[config.mk]
export PLATFORM = sky130hd
export DESIGN_NAME = mtr_drv_flat
export DESIGN_NICKNAME = d
export VERILOG_FILES = /design/src/rtl/mtr_drv_if.sv /design/src/rtl/mtr_drv.sv /design/src/flat_wrapper.sv
export SDC_FILE = /design/constraint.sdc
export NUM_CORES = 1
export LEC_CHECK = 0
export ABC_AREA = 1
export CAP_MARGIN = 30
export CORE_MARGIN = 1.5
export CORE_UTILIZATION = 52
export CTS_CLUSTER_DIAMETER = 100
export DETAILED_ROUTE_END_ITERATION = 10
export MAX_ROUTING_LAYER = met4
export PLACE_DENSITY = 0.87
export SYNTH_ARGS = -nofsm -noshare
export SYNTH_HDL_FRONTEND = slang
export SYNTH_SLANG_ARGS = --single-unit
export TNS_END_PERCENT = 50
[constraint.sdc]
create_clock -name clk -period 1.8 [get_ports clk]
set_clock_uncertainty 0.2 [all_clocks]
set_input_delay 0.36 -clock clk [delete_from_list [all_inputs] [get_ports clk]]
set_output_delay 0.36 -clock clk [all_outputs]
set_load 0.01 [all_outputs]
[src/rtl/mtr_drv_if.sv]
// Motor drive bus: signed speed commands in, H-bridge gate drives out.
interface mtr_drv_if;
  logic [10:0] lft_spd;
  logic [10:0] rght_spd;
  logic        lftPWM1;
  logic        lftPWM2;
  logic        rghtPWM1;
  logic        rghtPWM2;

  modport slave (
    input  lft_spd,
    input  rght_spd,
    output lftPWM1,
    output lftPWM2,
    output rghtPWM1,
    output rghtPWM2
  );

  modport master (
    output lft_spd,
    output rght_spd,
    input  lftPWM1,
    input  lftPWM2,
    input  rghtPWM1,
    input  rghtPWM2
  );
endinterface

[src/rtl/mtr_drv.sv]
// Dual-channel H-bridge PWM generator with per-channel dead-time insertion.
// Optional macro MTR_DRV_SPD_SAT_EN clamps speeds to +/-960 before duty mapping.
module mtr_drv #(
  parameter logic [10:0] NONOVERLAP = 11'h020
) (
  input logic        clk,
  input logic        rst_n,
  mtr_drv_if.slave   bus
);

  localparam int unsigned CW    = 11;
  localparam int unsigned NCH   = 2;
  localparam logic [CW-1:0] CNT_LAST   = 11'h7FF;
  localparam logic [CW-1:0] DUTY_RESET = 11'h400;

  logic [CW-1:0]           cnt;
  logic [NCH-1:0][CW-1:0]  spd;
  logic [NCH-1:0][CW-1:0]  duty_q;
  logic [NCH-1:0][CW-1:0]  dt_q;
  logic [NCH-1:0]          sig_q;
  logic [NCH-1:0]          sig_d;
  logic [NCH-1:0]          chg_c;
  logic [NCH-1:0]          pwm1_q;
  logic [NCH-1:0]          pwm2_q;

  // Speed to duty: offset-binary conversion, optionally after clamping.
  function automatic logic [CW-1:0] to_duty(input logic [CW-1:0] s);
    logic [CW-1:0] c;
    c = s;
`ifdef MTR_DRV_SPD_SAT_EN
    if ($signed(s) > $signed(11'h3C0))
      c = 11'h3C0;
    else if ($signed(s) < $signed(11'h440))
      c = 11'h440;
`endif
    return {~c[CW-1], c[CW-2:0]};
  endfunction

  assign spd[0] = bus.lft_spd;
  assign spd[1] = bus.rght_spd;

  always_comb begin
    sig_d = '0;
    chg_c = '0;
    for (int ch = 0; ch < NCH; ch++) begin
      sig_d[ch] = (cnt < duty_q[ch]);
      chg_c[ch] = sig_d[ch] ^ sig_q[ch];
    end
  end

  // Outputs follow sig only once it has been stable for NONOVERLAP cycles.
  always_ff @(posedge clk or negedge rst_n) begin
    if (!rst_n) begin
      cnt    <= '0;
      duty_q <= {NCH{DUTY_RESET}};
      sig_q  <= '0;
      dt_q   <= '0;
      pwm1_q <= '0;
      pwm2_q <= '0;
    end else begin
      cnt <= cnt + CW'(1);
      for (int ch = 0; ch < NCH; ch++) begin
        if (cnt == CNT_LAST)
          duty_q[ch] <= to_duty(spd[ch]);
        sig_q[ch] <= sig_d[ch];
        if (chg_c[ch])
          dt_q[ch] <= '0;
        else if (dt_q[ch] < NONOVERLAP)
          dt_q[ch] <= dt_q[ch] + CW'(1);
        pwm1_q[ch] <= (dt_q[ch] >= NONOVERLAP) &  sig_q[ch];
        pwm2_q[ch] <= (dt_q[ch] >= NONOVERLAP) & ~sig_q[ch];
      end
    end
  end

  assign bus.lftPWM1  = pwm1_q[0];
  assign bus.lftPWM2  = pwm2_q[0];
  assign bus.rghtPWM1 = pwm1_q[1];
  assign bus.rghtPWM2 = pwm2_q[1];

endmodule

[src/flat_wrapper.sv]
// flat-port wrapper written by rule: the top's interface ports become plain ports
module mtr_drv_flat 
#(
  parameter logic [10:0] NONOVERLAP = 11'h020
)
  (clk, rst_n, bus_lft_spd, bus_rght_spd, bus_lftPWM1, bus_lftPWM2, bus_rghtPWM1, bus_rghtPWM2);
  mtr_drv_if bus_i ();
  input logic clk;
  input logic rst_n;
  input wire logic [$bits(bus_i.lft_spd)-1:0] bus_lft_spd;
  input wire logic [$bits(bus_i.rght_spd)-1:0] bus_rght_spd;
  output wire logic [$bits(bus_i.lftPWM1)-1:0] bus_lftPWM1;
  output wire logic [$bits(bus_i.lftPWM2)-1:0] bus_lftPWM2;
  output wire logic [$bits(bus_i.rghtPWM1)-1:0] bus_rghtPWM1;
  output wire logic [$bits(bus_i.rghtPWM2)-1:0] bus_rghtPWM2;
  assign bus_i.lft_spd = bus_lft_spd;
  assign bus_i.rght_spd = bus_rght_spd;
  assign bus_lftPWM1 = bus_i.lftPWM1;
  assign bus_lftPWM2 = bus_i.lftPWM2;
  assign bus_rghtPWM1 = bus_i.rghtPWM1;
  assign bus_rghtPWM2 = bus_i.rghtPWM2;
  mtr_drv #(.NONOVERLAP(NONOVERLAP)) u_core (.clk(clk), .rst_n(rst_n), .bus(bus_i));
endmodule
======== After elaboration in Yosys (flattened, before gate mapping) ========
Index checks and enable logic that the tools add are counted.
word-level totals
  register bits ........................... 61
  output and inout port bits .............. 4
  input port bits ......................... 24
operators by class
  $add $sub $neg .......................... 3
  reduce and logical (&&, ||, !) cells .... 2
  $lt $le $gt $ge ......................... 6
  multiplexer cells ....................... 4
  equal/unequal tests ..................... 1
  bitwise gates (word level) .............. 10
operators with widths
  kind                   number
  $mux 11                4
  $add 11x1->11 const B  3
  $ge 11x6->1 const B    2
  $lt 11x11->1           2
  $lt 11x6->1 const B    2
  $eq 11x11->1 const B   1
  $and 1x1->1            4
  $not 1->1              4
  $reduce_bool 2->1      2
  $xor 1x1->1            2

======== Longest topological paths before layout ========
  depth after elaboration ................. 3
  gate-level depth with buffers ........... 12
  gate-level depth less buffers ........... 11

======== Least setup slack after synthesis ========
No wires, ideal clock.
  kind .................................... flip-flop to flip-flop
  from .................................... reg u_core.duty_q[10] in the netlist's numbering
  to ...................................... reg u_core.dt_q[5] in the netlist's numbering
  path slack .............................. -0.022 ns
  library setup time ...................... 0.071 ns
  data arrival time ....................... 1.551 ns
  cell stages (with the launch flop) ...... 10
  cells stage by stage .................... dfstp_2 inv_1 ha_1 a21o_1 nor2_1 nand3_1 nand2_1 nand2_1 buf_4 nor2_1
between the ends
  longest elaborated chain between the ends .. 3
  elaborated cells on any way between the ends .. 4
  those cells by class .................... order compare (1); mux (1); bitwise (1); reduce/logical (1)
ends and longest elaborated chain
  element                                              RTL line       text
  start, declared                                      mtr_drv.sv:18  logic [NCH-1:0][CW-1:0] duty_q;
  start signal, assigned                               mtr_drv.sv:55  duty_q <= {NCH{DUTY_RESET}};
  start signal, assigned by index                      mtr_drv.sv:64  duty_q[ch] <= to_duty(spd[ch]);
  $lt 11x11->1 *                                       mtr_drv.sv:46  sig_d[ch] = (cnt < duty_q[ch]);
  $xor 1x1->1 *                                        mtr_drv.sv:47  chg_c[ch] = sig_d[ch] ^ sig_q[ch];
  $mux 11 / $reduce_bool 2->1 (equally long branches)  --
  end signal, assigned by index                        mtr_drv.sv:69  dt_q[ch] <= dt_q[ch] + CW'(1);
  end, declared                                        mtr_drv.sv:19  logic [NCH-1:0][CW-1:0] dt_q;
Every way passes the cells marked *; elsewhere a longest branch is shown, timed or not.
A chain may end at the register's enable or synchronous reset.

======== Worst setup path after layout ========
  from .................................... reg u_core.duty_q[21] in the netlist's numbering
  to ...................................... reg u_core.dt_q[13] in the netlist's numbering
Same word-level chain as after synthesis.

==> flow_summary.json <==
{
  "initial_utilization_pct": 54.3,
  "tightest_slew_ns": 0.502,
  "grtUsageMet2_pct": 35.7,
  "port_buffers": 27,
  "place_hpwl_mm": 4.13,
  "gp_congestion": 0.895,
  "cpPeakStageDelay_ns": 0.54,
  "core_area_mm2": 0.00596,
  "cp.required_ns": 1.83,
  "p_leak_nw": 2.35,
  "critPathCapture": "u_core.dt_q[13]",
  "vias_per_cell": 4.78,
  "r2r_start": "u_core.duty_q[21]",
  "finish.utilization_pct": 69.2,
  "rsz0062_at_grt": "true",
  "cts_root_buffer": "clkbuf_8",
  "ys_warn_count": 0,
  "finalHoldViolCount": 0,
  "met3_usage_pct": 6.11,
  "cp-end-kind": "flip-flop",
  "grt-ovfl-total": 0,
  "outcome": "finished, violations left",
  "fp-row-count": 28,
  "finalPower_mw": 2.49,
  "clk_pin_slew_ns": 0.07,
  "grt_first_pass_wirelength_mm": 9.95,
  "critPathBufInv": 3,
  "crit_start": "u_core.duty_q[21]",
  "ff2ff_setup_slack_ns": -0.20,
  "rr_endpoint": "u_core.dt_q[13]",
  "violations": "setup timing",
  "hp-class": "reg -> reg",
  "die-area_mm2": 0.00670,
  "wirelength_mm": 6.19,
  "wire_per_inst_um": 12.4,
  "cts_sinks": 61,
  "cp_num_cells": 12,
  "cts_made_buffers": 9,
  "reg2reg_depth": 12,
  "dp_slack_ns": -0.240,
  "grt_pass1_vias": 2361,
  "insertedDiodeCount": 0,
  "layout-drive-gt1-share_pct": 25.9,
  "insertion_delay_ns": 0.34,
  "area_delta_synth_final_pct": 27.4,
  "ir_worst_vdd_uv": 398,
  "fin_setup_tns_ns": -3.42,
  "slowest_stage": "dfstp_2",
  "critPathKind": "reg -> reg",
  "synth.distinct_cells": 26,
  "power.density_mw_per_mm2": 605,
  "cts_max_level": 3,
  "critical-path-top-delay-family": "simple AND/OR/NAND/NOR gates",
  "finalCriticalPeriod_ns": 2.00,
  "grt.total_usage_pct": 20.8,
  "postRouteAntennaNets": 0,
  "setup_viol": 22,
  "period_share_pct": 111,
  "fin_nets": 469,
  "path_cells": "inv_2 > ha_4 > nand2_4 > inv_2 > nand2_2 > nor2_2 > nand2_2 > nand3_2 > nand2_2 > nand2_4 > clkbuf_16 > nor2_4",
  "synth-seq-area-share_pct": 47.3,
  "drv_slew": 0,
  "cts_buffer_depth": 2,
  "crit_fanout": 5,
  "fmax_mhz": 499,
  "die_height_um": 81.9,
  "drt_iter0_markers": 95,
  "syn_area_mm2": 0.00323,
  "syn_inst": 370,
  "crit_arrival_ns": 2.03,
  "worst_slack_ns": -0.202,
  "worstSetupStartpointType": "flip-flop",
  "boundaryPins": 28,
  "avgSynthCellArea_um2": 8.74,
  "cts_tree": "built",
  "busiest_layer": "met2",
  "antenna_found_initial": 0,
  "grt_max_degree": 62,
  "synth_nets": 419,
  "synth_seq_cells": 61,
  "firstDrtPassIters": 4,
  "slew_headroom_pct": 66.2,
  "via_count": 2392,
  "cap_viol_max_count": 0,
  "cpMostUsedCell": "nand2_2",
  "drc": 0,
  "fp.dieW_um": 81.9,
  "grtUsageMet1_pct": 21.9
}
[timing repair]
| action | in CTS | in global routing |
|---|---|---|
| endpoints found under the setup margin | 22 | 45 |
| hold endpoints to repair | 59 | 0 |
| cloned | 1 | 1 |
| setup buffers | 0 | 3 |
| hold buffers | 1 | 0 |
| gates resized for setup | 33 | 29 |
| pin swaps | 7 | 11 |
[layer usage]
| metal | share of wire, % | vias to the layer above |
|---|---|---|
| met4 | 2.0 | 0 |
| met1 | 40 | 1139 |
| li1 | - | 1204 |
| met5 | 0 | - |
| met3 | 3.1 | 12 |
| met2 | 54 | 37 |
[metrics by stage]
| step | hold slack [ns] | instances | cell area [µm²] |
|---|---|---|---|
| 2_1_floorplan | -0.136 | 370 | 3240 |
| 3_3_place_gp | 0.191 | 478 | 3670 |
| 3_5_place_dp | 0.193 | 478 | 3670 |
| 4_1_cts | 0.286 | 496 | 3980 |
| 5_1_grt | 0.302 | 500 | 4120 |
| 6_report | 0.283 | 500 | 4120 |
[logic make-up after synthesis]
group	Yosys count	synth area share (%)
compound gates	36	8.36
xor+xnor	15	4.06
flops	61	47.3
fa+ha+maj	25	9.67
buf+inv	100	12.8
simple gates	133	17.8
[flip-flops by register name, summed over array words and instances, names as in the netlist]
| name | count |
|---|---|
| u_core.dt_q | 22 |
| u_core.duty_q | 22 |
| u_core.cnt | 11 |
| u_core.pwm1_q | 2 |
| u_core.pwm2_q | 2 |
| u_core.sig_q | 2 |
[power by group]
part	leakage (nW)	total, mW	internal, mW	switching, mW
Combinational	1.57	0.0940	0.0510	0.0430
Clock	0.0808	1.03	0.487	0.541
Sequential	0.695	1.37	1.37	0
Total	2.35	2.49	1.91	0.584
[cells in the final DEF, fill, tap and decap left out, types with 2 or more instances in the layout]
| cell type | count |
|---|---|
| a21o_1 | 2 |
| a21oi_1 | 7 |
| buf_12 | 4 |
| buf_4 | 11 |
| clkbuf_8 | 9 |
| clkdlybuf4s50_1 | 23 |
| clkinv_2 | 4 |
| clkinvlp_4 | 3 |
| dfrtp_1 | 59 |
| dfstp_2 | 2 |
| dlymetal6s2s_1 | 3 |
| ha_1 | 23 |
| ha_4 | 2 |
| inv_1 | 88 |
| inv_2 | 5 |
| nand2_1 | 59 |
| nand2_2 | 7 |
| nand2_4 | 5 |
| nand3_1 | 6 |
| nand3_2 | 4 |
| nand4_1 | 4 |
| nor2_1 | 15 |
| nor2_2 | 17 |
| nor2_4 | 7 |
| nor3_1 | 4 |
| o21ai_0 | 2 |
| o21ai_2 | 22 |
| xnor2_1 | 2 |
| xor2_1 | 13 |
[worst reg2reg max path: stages, from the launching register on]
cell and delay (ns):
dfstp_2 0.54, inv_2 0.04, ha_4 0.27, nand2_4 0.05, inv_2 0.05, nand2_2 0.07, nor2_2 0.11, nand2_2 0.07
nand3_2 0.10, nand2_2 0.08, nand2_4 0.11, clkbuf_16 0.16, nor2_4 0.03
[cells in the mapped netlist]
| cell | number | area, µm² |
|---|---|---|
| nand2_1 | 71 | 267 |
| xor2_1 | 13 | 114 |
| inv_2 | 2 | 7.51 |
| dfrtp_1 | 59 | 1480 |
| nor2_1 | 38 | 143 |
| nor2_2 | 1 | 6.26 |
| nor3_1 | 4 | 20.0 |
| nand3_2 | 2 | 20.0 |
| nor3_4 | 1 | 16.3 |
| nor3_2 | 1 | 10.0 |
| inv_1 | 92 | 345 |
| a21oi_1 | 8 | 40.0 |
| o21ai_0 | 3 | 15.0 |
| or2_1 | 1 | 6.26 |
| nand3_1 | 8 | 40.0 |
| buf_4 | 2 | 15.0 |
| nor4_1 | 1 | 6.26 |
| ha_1 | 25 | 313 |
| nand4_1 | 4 | 25.0 |
| a21o_1 | 2 | 15.0 |
| xnor2_1 | 2 | 17.5 |
| nand3_4 | 1 | 17.5 |
| o21bai_1 | 1 | 7.51 |
| o21ai_2 | 22 | 193 |
| buf_6 | 4 | 45.0 |
| dfstp_2 | 2 | 52.6 |
[layout make-up]
class | instances | area (µm²)
Clock buffer | 9 | 124
Clock inverter | 7 | 42.5
Fill cell | 455 | 1840
Inverter | 94 | 355
Multi-Input combinational cell | 209 | 1480
Sequential cell | 61 | 1530
Tap cell | 75 | 93.8
Timing Repair Buffer | 45 | 498
[worst min-delay path by stage]
stage | from | to | slack (ns) | cells past startpoint
CTS | u_core.duty_q[7] | u_core.duty_q[7] | 0.29 | 2
detailed placement | rst_n | u_core.dt_q[15] | 0.19 | 2
global placement | rst_n | u_core.dt_q[15] | 0.19 | 2
finish | u_core.duty_q[16] | u_core.duty_q[16] | 0.28 | 2
floorplan | rst_n | u_core.cnt[0] | -0.14 | 0
global route | u_core.duty_q[2] | u_core.duty_q[2] | 0.30 | 2
Power figures use the tool's default switching activity.
